[config.mk]
export PLATFORM = sky130hd
export DESIGN_NAME = axi_stream_output
export DESIGN_NICKNAME = d
export VERILOG_FILES = /design/src/rtl/axi_stream_output.sv
export SDC_FILE = /design/constraint.sdc
export NUM_CORES = 1
export LEC_CHECK = 0
export ABC_AREA = 0
export ABC_CLOCK_PERIOD_IN_PS = 3600
export BUFFER_PORTS_ARGS = -buffer_cell sky130_fd_sc_hd__buf_2
export CAP_MARGIN = 20
export CORE_UTILIZATION = 57
export CTS_CLUSTER_SIZE = 16
export DETAILED_ROUTE_END_ITERATION = 6
export PLACE_DENSITY = 0.78
export SETUP_SLACK_MARGIN = 0.5
export SKIP_CTS_REPAIR_TIMING = 1
export SLEW_MARGIN = 25
export SYNTH_ARGS = -nofsm -noshare
export SYNTH_HDL_FRONTEND = slang
export SYNTH_SLANG_ARGS = --single-unit
[constraint.sdc]
create_clock -name s_axis_aclk -period 3.6 [get_ports s_axis_aclk]
set_clock_uncertainty 0.05 [all_clocks]
set_input_delay 0.36 -clock s_axis_aclk [delete_from_list [all_inputs] [get_ports s_axis_aclk]]
set_output_delay 0.36 -clock s_axis_aclk [all_outputs]
set_load 0.02 [all_outputs]
[src/rtl/axi_stream_output.sv]
// SRAM-to-AXI4-Stream read-out engine.
// Reads a block from a selected SRAM and emits it as one packet.
module axi_stream_output #(
  parameter int ADDR_WIDTH = 13,
  parameter int DATA_WIDTH = 8,
  parameter int SEL_WIDTH  = 3
) (
  input  logic                    s_axis_aclk,
  input  logic                    s_axis_aresetn,
  input  logic                    start_i,
  input  logic [ADDR_WIDTH-1:0]   base_addr_i,
  input  logic [ADDR_WIDTH-1:0]   length_i,
  input  logic [SEL_WIDTH-1:0]    sram_sel_i,
  output logic                    read_enable_o,
  output logic [ADDR_WIDTH-1:0]   read_address_o,
  output logic [SEL_WIDTH-1:0]    read_sram_sel_o,
  input  logic [DATA_WIDTH-1:0]   read_data_i,
  output logic [DATA_WIDTH-1:0]   m_axis_tdata,
  output logic [DATA_WIDTH/8-1:0] m_axis_tstrb,
  output logic                    m_axis_tvalid,
  input  logic                    m_axis_tready,
  output logic                    m_axis_tlast,
  output logic                    busy_o,
  output logic                    done_o
);

  typedef enum logic [1:0] {
    IDLE,
    STREAM,
    DONE
  } state_t;

  localparam logic [ADDR_WIDTH-1:0] ONE = 1;

  state_t                state_q, state_d;
  logic [ADDR_WIDTH-1:0] base_q, len_q;
  logic [ADDR_WIDTH-1:0] rd_cnt_q, tx_cnt_q;
  logic [SEL_WIDTH-1:0]  sel_q;
  logic                  inflight_q;
  logic [1:0]            count_q;
  logic [DATA_WIDTH-1:0] head_q, tail_q;
  logic                  start_ok, pop, push, rd_en;
  logic [2:0]            credit;

  assign start_ok = (state_q == IDLE) && start_i;
  assign pop      = m_axis_tvalid && m_axis_tready;
  assign push     = inflight_q;
  // Slots that will be occupied next cycle, before any new read.
  assign credit   = {1'b0, count_q} + {2'b0, inflight_q}
                  - {2'b0, pop};
  assign rd_en    = (state_q == STREAM) && (rd_cnt_q < len_q)
                  && (credit < 3'd2);

  assign read_enable_o   = rd_en;
  assign read_address_o  = base_q + rd_cnt_q;
  assign read_sram_sel_o = sel_q;
  assign m_axis_tvalid   = (count_q != 2'd0);
  assign m_axis_tdata    = head_q;
  assign m_axis_tstrb    = '1;
  assign m_axis_tlast    = m_axis_tvalid
                         && (tx_cnt_q == len_q - ONE);
  assign busy_o          = (state_q == STREAM);
  assign done_o          = (state_q == DONE);

  // State register.
  always_ff @(posedge s_axis_aclk or negedge s_axis_aresetn) begin
    if (!s_axis_aresetn) state_q <= IDLE;
    else                 state_q <= state_d;
  end

  // Next-state decode.
  always_comb begin
    state_d = state_q;
    unique case (state_q)
      IDLE: begin
        if (start_i) begin
          state_d = (length_i == '0) ? DONE : STREAM;
        end
      end
      STREAM: begin
        if (pop && m_axis_tlast) state_d = DONE;
      end
      DONE:    state_d = IDLE;
      default: state_d = IDLE;
    endcase
  end

  // Command latch and read/transmit counters.
  always_ff @(posedge s_axis_aclk or negedge s_axis_aresetn) begin
    if (!s_axis_aresetn) begin
      base_q     <= '0;
      len_q      <= '0;
      sel_q      <= '0;
      rd_cnt_q   <= '0;
      tx_cnt_q   <= '0;
      inflight_q <= 1'b0;
    end else begin
      inflight_q <= rd_en;
      if (start_ok) begin
        base_q   <= base_addr_i;
        len_q    <= length_i;
        sel_q    <= sram_sel_i;
        rd_cnt_q <= '0;
        tx_cnt_q <= '0;
      end else begin
        if (rd_en) rd_cnt_q <= rd_cnt_q + ONE;
        if (pop)   tx_cnt_q <= tx_cnt_q + ONE;
      end
    end
  end

  // Two-entry output FIFO; head is the registered stream data.
  always_ff @(posedge s_axis_aclk or negedge s_axis_aresetn) begin
    if (!s_axis_aresetn) begin
      head_q  <= '0;
      tail_q  <= '0;
      count_q <= 2'd0;
    end else begin
      unique case (count_q)
        2'd0: begin
          if (push) head_q <= read_data_i;
        end
        2'd1: begin
          if (push && pop) head_q <= read_data_i;
          else if (push)   tail_q <= read_data_i;
        end
        default: begin
          if (pop) head_q <= tail_q;
          if (push) tail_q <= read_data_i;
        end
      endcase
      count_q <= count_q + {1'b0, push} - {1'b0, pop};
    end
  end

endmodule

# Word level (Yosys, flattened, before mapping)
# Cells that the tools add are included.
# totals
out_inout_bits	30
word_cells	62
register_bits	76
input_bits	41
# classes
order_cmp	2
eq_ne	9
n_reduce_logical	17
n_bitwise	1
n_mux	15
add_sub_neg	8
# ops
cell	count
$mux 13	4
$mux 8	5
$pmux 8 s2	2
$add 13x1->13 const B	2
$add 13x13->13	1
$eq 13x13->1	1
$logic_not 13->1	1
$lt 13x13->1	1
$sub 13x1->13 const B	1
$ne 2x2->1 const B	4
$logic_and 1x1->1	7
$mux 2	3
$reduce_bool 2->1	3
$eq 2x1->1 const B	2
$logic_not 2->1	2
$pmux 2 s2	1
$reduce_and 2->1	2
$add 2x1->3	1
$lt 3x2->1 const B	1
$reduce_and 3->1	1
$reduce_bool 3->1	1
$sub 3x1->3	1
$add 2x1->2	1
$eq 2x2->1 const B	1
3 further kinds	3

# Depth between registers and ports, before layout
# logic_depth
ltp_word	7
depth_mapped	15
mapped_depth_nobuf	14

# Least setup slack after synthesis
# No wires, ideal clock.
# synth_path
path_type	flip-flop to flip-flop
startpoint	register count_q[1]
endpoint	register rd_cnt_q[4]
setup_time_ps	125
arrival_ps	3115
required_ps	3425
period_less_slack_ps	3289
setup_slack_ps	311
path_stages_with_launch	16
path_buffers	1
cell_sequence	dfrtp_1 -> nor2_1 -> nor2b_1 -> buf_2 -> ha_1 -> inv_1 -> ha_1 -> inv_1 -> fa_1 -> xnor2_1 -> nand4b_1 -> a21oi_1 -> o21ai_2 -> a21oi_1 -> nand4_1 -> mux2i_1
# synth_between
elab_chain_len	6
word_cells_on_any_way	7
# synth_lines
item	line_no	source
start, declared	40	logic [1:0] count_q;
start signal, assigned	132	count_q <= count_q + {1'b0, push} - {1'b0, pop};
branches (longest 2 deep; another with $add 2x1->3)	--	
$sub 3x1->3 (*)	50	- {2'b0, pop};
$lt 3x2->1 (*)	52	&& (credit < 3'd2);
$logic_and 1x1->1 (*)	52	
via read_enable_o	14	output logic read_enable_o,
$reduce_bool 2->1 (no source line) (*)	--	
end signal, assigned	106	if (rd_en) rd_cnt_q <= rd_cnt_q + ONE;
end, declared	37	logic [ADDR_WIDTH-1:0] rd_cnt_q, tx_cnt_q;
# Mark *: on every way through the listed nets, which the timed path passes.
# A chain may end at the register's enable or synchronous reset.

# Worst setup path after layout
# layout_path
startpoint	register count_q[1]
endpoint	output port read_enable_o
# layout_between
elab_chain_len	5
word_cells_on_any_way	6
# layout_lines
item	line_no
branches (longest 2 deep; another with $add 2x1->3)	--
$sub 3x1->3 (*)	50
$lt 3x2->1 (*)	52
$logic_and 1x1->1 (*)	52
end, declared	14
# Mark *: on every way between the ends.

==> impl_metrics.ini <==
[yosys]
synth_edf_count = 0
synth-warning-count = 0
synthCells = 505
ys_seq_area_share_pct = 41.2
postSynthNetCount = 577
syn_area_per_cell_um2 = 9.14
syn_area_mm2 = 0.00462
synth.ff_latch_count = 76
synth-main-ff-cell = dfrtp_1
async_reset_ff_share_pct = 100
yosysUniqueCellTypes = 57

[setup_path]
path_max_fanout = 6
r2r-start = count_q[1]$_DFF_PN0_
crit_arrival_ps = 2750
cp-end-kind = primary output
cp.required_ps = 3190
crit_end = read_enable_o
critPathKind = register to primary output
cp-start-kind = register
rrSetupSlack_ps = 590
reg2regPathDepth = 14
crit_path_start = count_q[1]$_DFF_PN0_
r2r_end = rd_cnt_q[9]$_DFFE_PN0P_

[min_path]
hold_path.class = input port to async pin

[grt]
grt_usage_pct = 26.2
grt_pass1_wl_um = 17600
antenna_found_initial = 0
grt_overflow = 0
grt_max_degree = 77
grt_pass1_vias = 3843

[floorplanning]
fp.dieArea_mm2 = 0.00846
dieHeight_um = 92
initial_core_util_pct = 59.4
io_pins = 71
rows = 32
die_w_um = 92
core_area_mm2 = 0.00777

[timing]
worst_pin_slew_ps = 702
fin_crit_sh_pct = 87.8
finalHoldViolations = 39
worst_slack_ps = 440
fmax_mhz = 316
rsz0062_at_grt = yes
holdWs_ps = -45.4
setup_viol = 0
finalSetupTns_ps = 0
fin_crit_ps = 3160
relSlewSlack_pct = 52.9
report.final.slew_viol_count = 0

[clock_network]
clk_path_buf_depth = 2
cts.sinks = 76
numCtsBuffers = 9
cts_tree = done
h-tree-depth = 3
clkTransAtPathRegs_ps = 90
root_buffer = clkbuf_8
worstSkewPairLatency_ps = 350

[detailed_routing]
viasPerCell = 5.71
first_pass_iters = 4
drtAntennaViolNets = 0
wire_per_inst_um = 15.4
drt-initial-drc-count = 180
drc = 0
routed_wl_um = 10600
num_vias = 3937

[power_and_ir_drop]
cellPowerDensity_mw_per_mm2 = 846
p_int_mw = 2.52
pwr-share-seq_pct = 32.0
swShare_pct = 45.6
leakage_nw = 2.63
power_frac_clock_pct = 14.2
ir_worst_vdd_uv = 678
power.switching_mw = 2.11
combPwrFrac_pct = 53.8

[placed_design]
gp_congestion = 0.917
io_buffers = 69
place_ws_ps = 360
hpwl_um = 7450
placed_cells = 663

[status]
status = finished, violations left
violations = hold timing

[layout]
final_cell_mix = nand2_1, dfrtp_1, buf_2, nor2_1, xnor2_1
diodes = 0
final.fill_count = 624
fin_nets = 654
multi_input_area_mm2 = 0.00266
drive_gt1_share_pct = 23.5
area_growth_pct = 18.4
register_area_mm2 = 0.00191
final-instance-count-excl-fill = 689

[job]
drv_cap = 0
[worst min-delay path by stage]
stage                                         from                        endpoint  slack, ps  cells past startpoint
finish                              s_axis_aresetn         tx_cnt_q[5]$_DFFE_PN0P_        -50                      1
global route                        s_axis_aresetn         tx_cnt_q[4]$_DFFE_PN0P_         30                      1
floorplan                           s_axis_aresetn           base_q[0]$_DFFE_PN0P_         10                      0
CTS                                 base_addr_i[6]           base_q[6]$_DFFE_PN0P_        120                      3
detailed placement  read_sram_sel_o[0]$_DFFE_PN0P_  read_sram_sel_o[0]$_DFFE_PN0P_        420                      2
global placement    read_sram_sel_o[0]$_DFFE_PN0P_  read_sram_sel_o[0]$_DFFE_PN0P_        400                      2
[cell type report]
| type | instances | share of cell area (%) |
|---|---|---|
| repair buffers | 85 | 8.79 |
| flip-flops and latches | 76 | 34.9 |
| multi-input cells | 384 | 48.6 |
| clock inverters | 7 | 1.40 |
| clock buffers | 9 | 2.27 |
| well taps | 102 | 2.33 |
| inverters | 26 | 1.78 |
[synth_stat cells (5+ instances only)]
cell type  count  area [µm²]
o21ai_0       25         125
ha_1          29         363
nand3_1       21         105
xnor2_1       28         245
dfrtp_1       76        1900
nor2_1        48         180
nand4_1       11        68.8
nand2_1       73         274
nand2b_1       7        43.8
mux2i_1       12         120
inv_1         26        97.6
clkbuf_1      12        45.0
a21o_1         6        45.0
nor4_1         5        31.3
nor3_1        10        50.1
a21oi_1       22         110
xor2_1        20         175
mux2_2         8        90.1
a211oi_1       5        37.5
[power by group through the flow]
| stage | logic [mW] | registers [mW] | clock network [mW] |
|---|---|---|---|
| 2_1_floorplan | 1.59 | 1.45 | 0 |
| 3_3_place_gp | 2.09 | 1.46 | 0 |
| 3_5_place_dp | 2.16 | 1.48 | 0 |
| 4_1_cts | 2.17 | 1.47 | 0.672 |
| 5_1_grt | 2.74 | 1.52 | 0.703 |
| 6_report | 2.49 | 1.48 | 0.657 |
[layer usage]
| layer | part of all wire, % | track usage, % | vias to the layer above |
|---|---|---|---|
| met1 | 44 | 33.4 | 1940 |
| li1 | - | - | 1906 |
| met4 | 1.4 | 6.12 | 0 |
| met3 | 4.1 | 4.89 | 13 |
| met2 | 51 | 46.0 | 78 |
| met5 | 0 | 0 | - |
[flip-flops by register name, summed over array words and instances, names as in the netlist]
signal,count
count_q,2
read_sram_sel_o,3
inflight_q,1
m_axis_tdata,8
tail_q,8
tx_cnt_q,13
state_q,2
len_q,13
rd_cnt_q,13
base_q,13
[per-stage QoR]
| step | hold WS (ps) | power (mW) | utilization (%) | instance area [µm²] |
|---|---|---|---|---|
| floorplan | 14.4 | 3.04 | - | 4620 |
| global placement | 403 | 3.55 | 65.1 | 5060 |
| detailed placement | 416 | 3.64 | 65.1 | 5060 |
| CTS | 122 | 4.31 | 67.7 | 5260 |
| global route | 32.0 | 4.96 | 70.4 | 5470 |
| finish | -45.4 | 4.62 | 70.4 | 5470 |
[cells by family after synthesis]
kind of cell / share of synthesized area, %
mux: 4.55
other cells: 0.0812
flops: 41.2
simple gates: 20.5
xor+xnor: 9.11
fa+ha+maj: 8.73
buf+inv: 3.98
compound gates: 11.8
[critical path: stages, from the launching register on]
cell,delay (ps)
dfrtp_1,390
nor2_2,140
nor2b_2,60
ha_1,270
inv_1,60
ha_1,130
inv_1,50
fa_2,530
nand4b_1,130
a21oi_2,180
o21ai_4,120
a21oi_4,180
buf_6,150
Note: power is estimated with default switching activity, not from simulation.
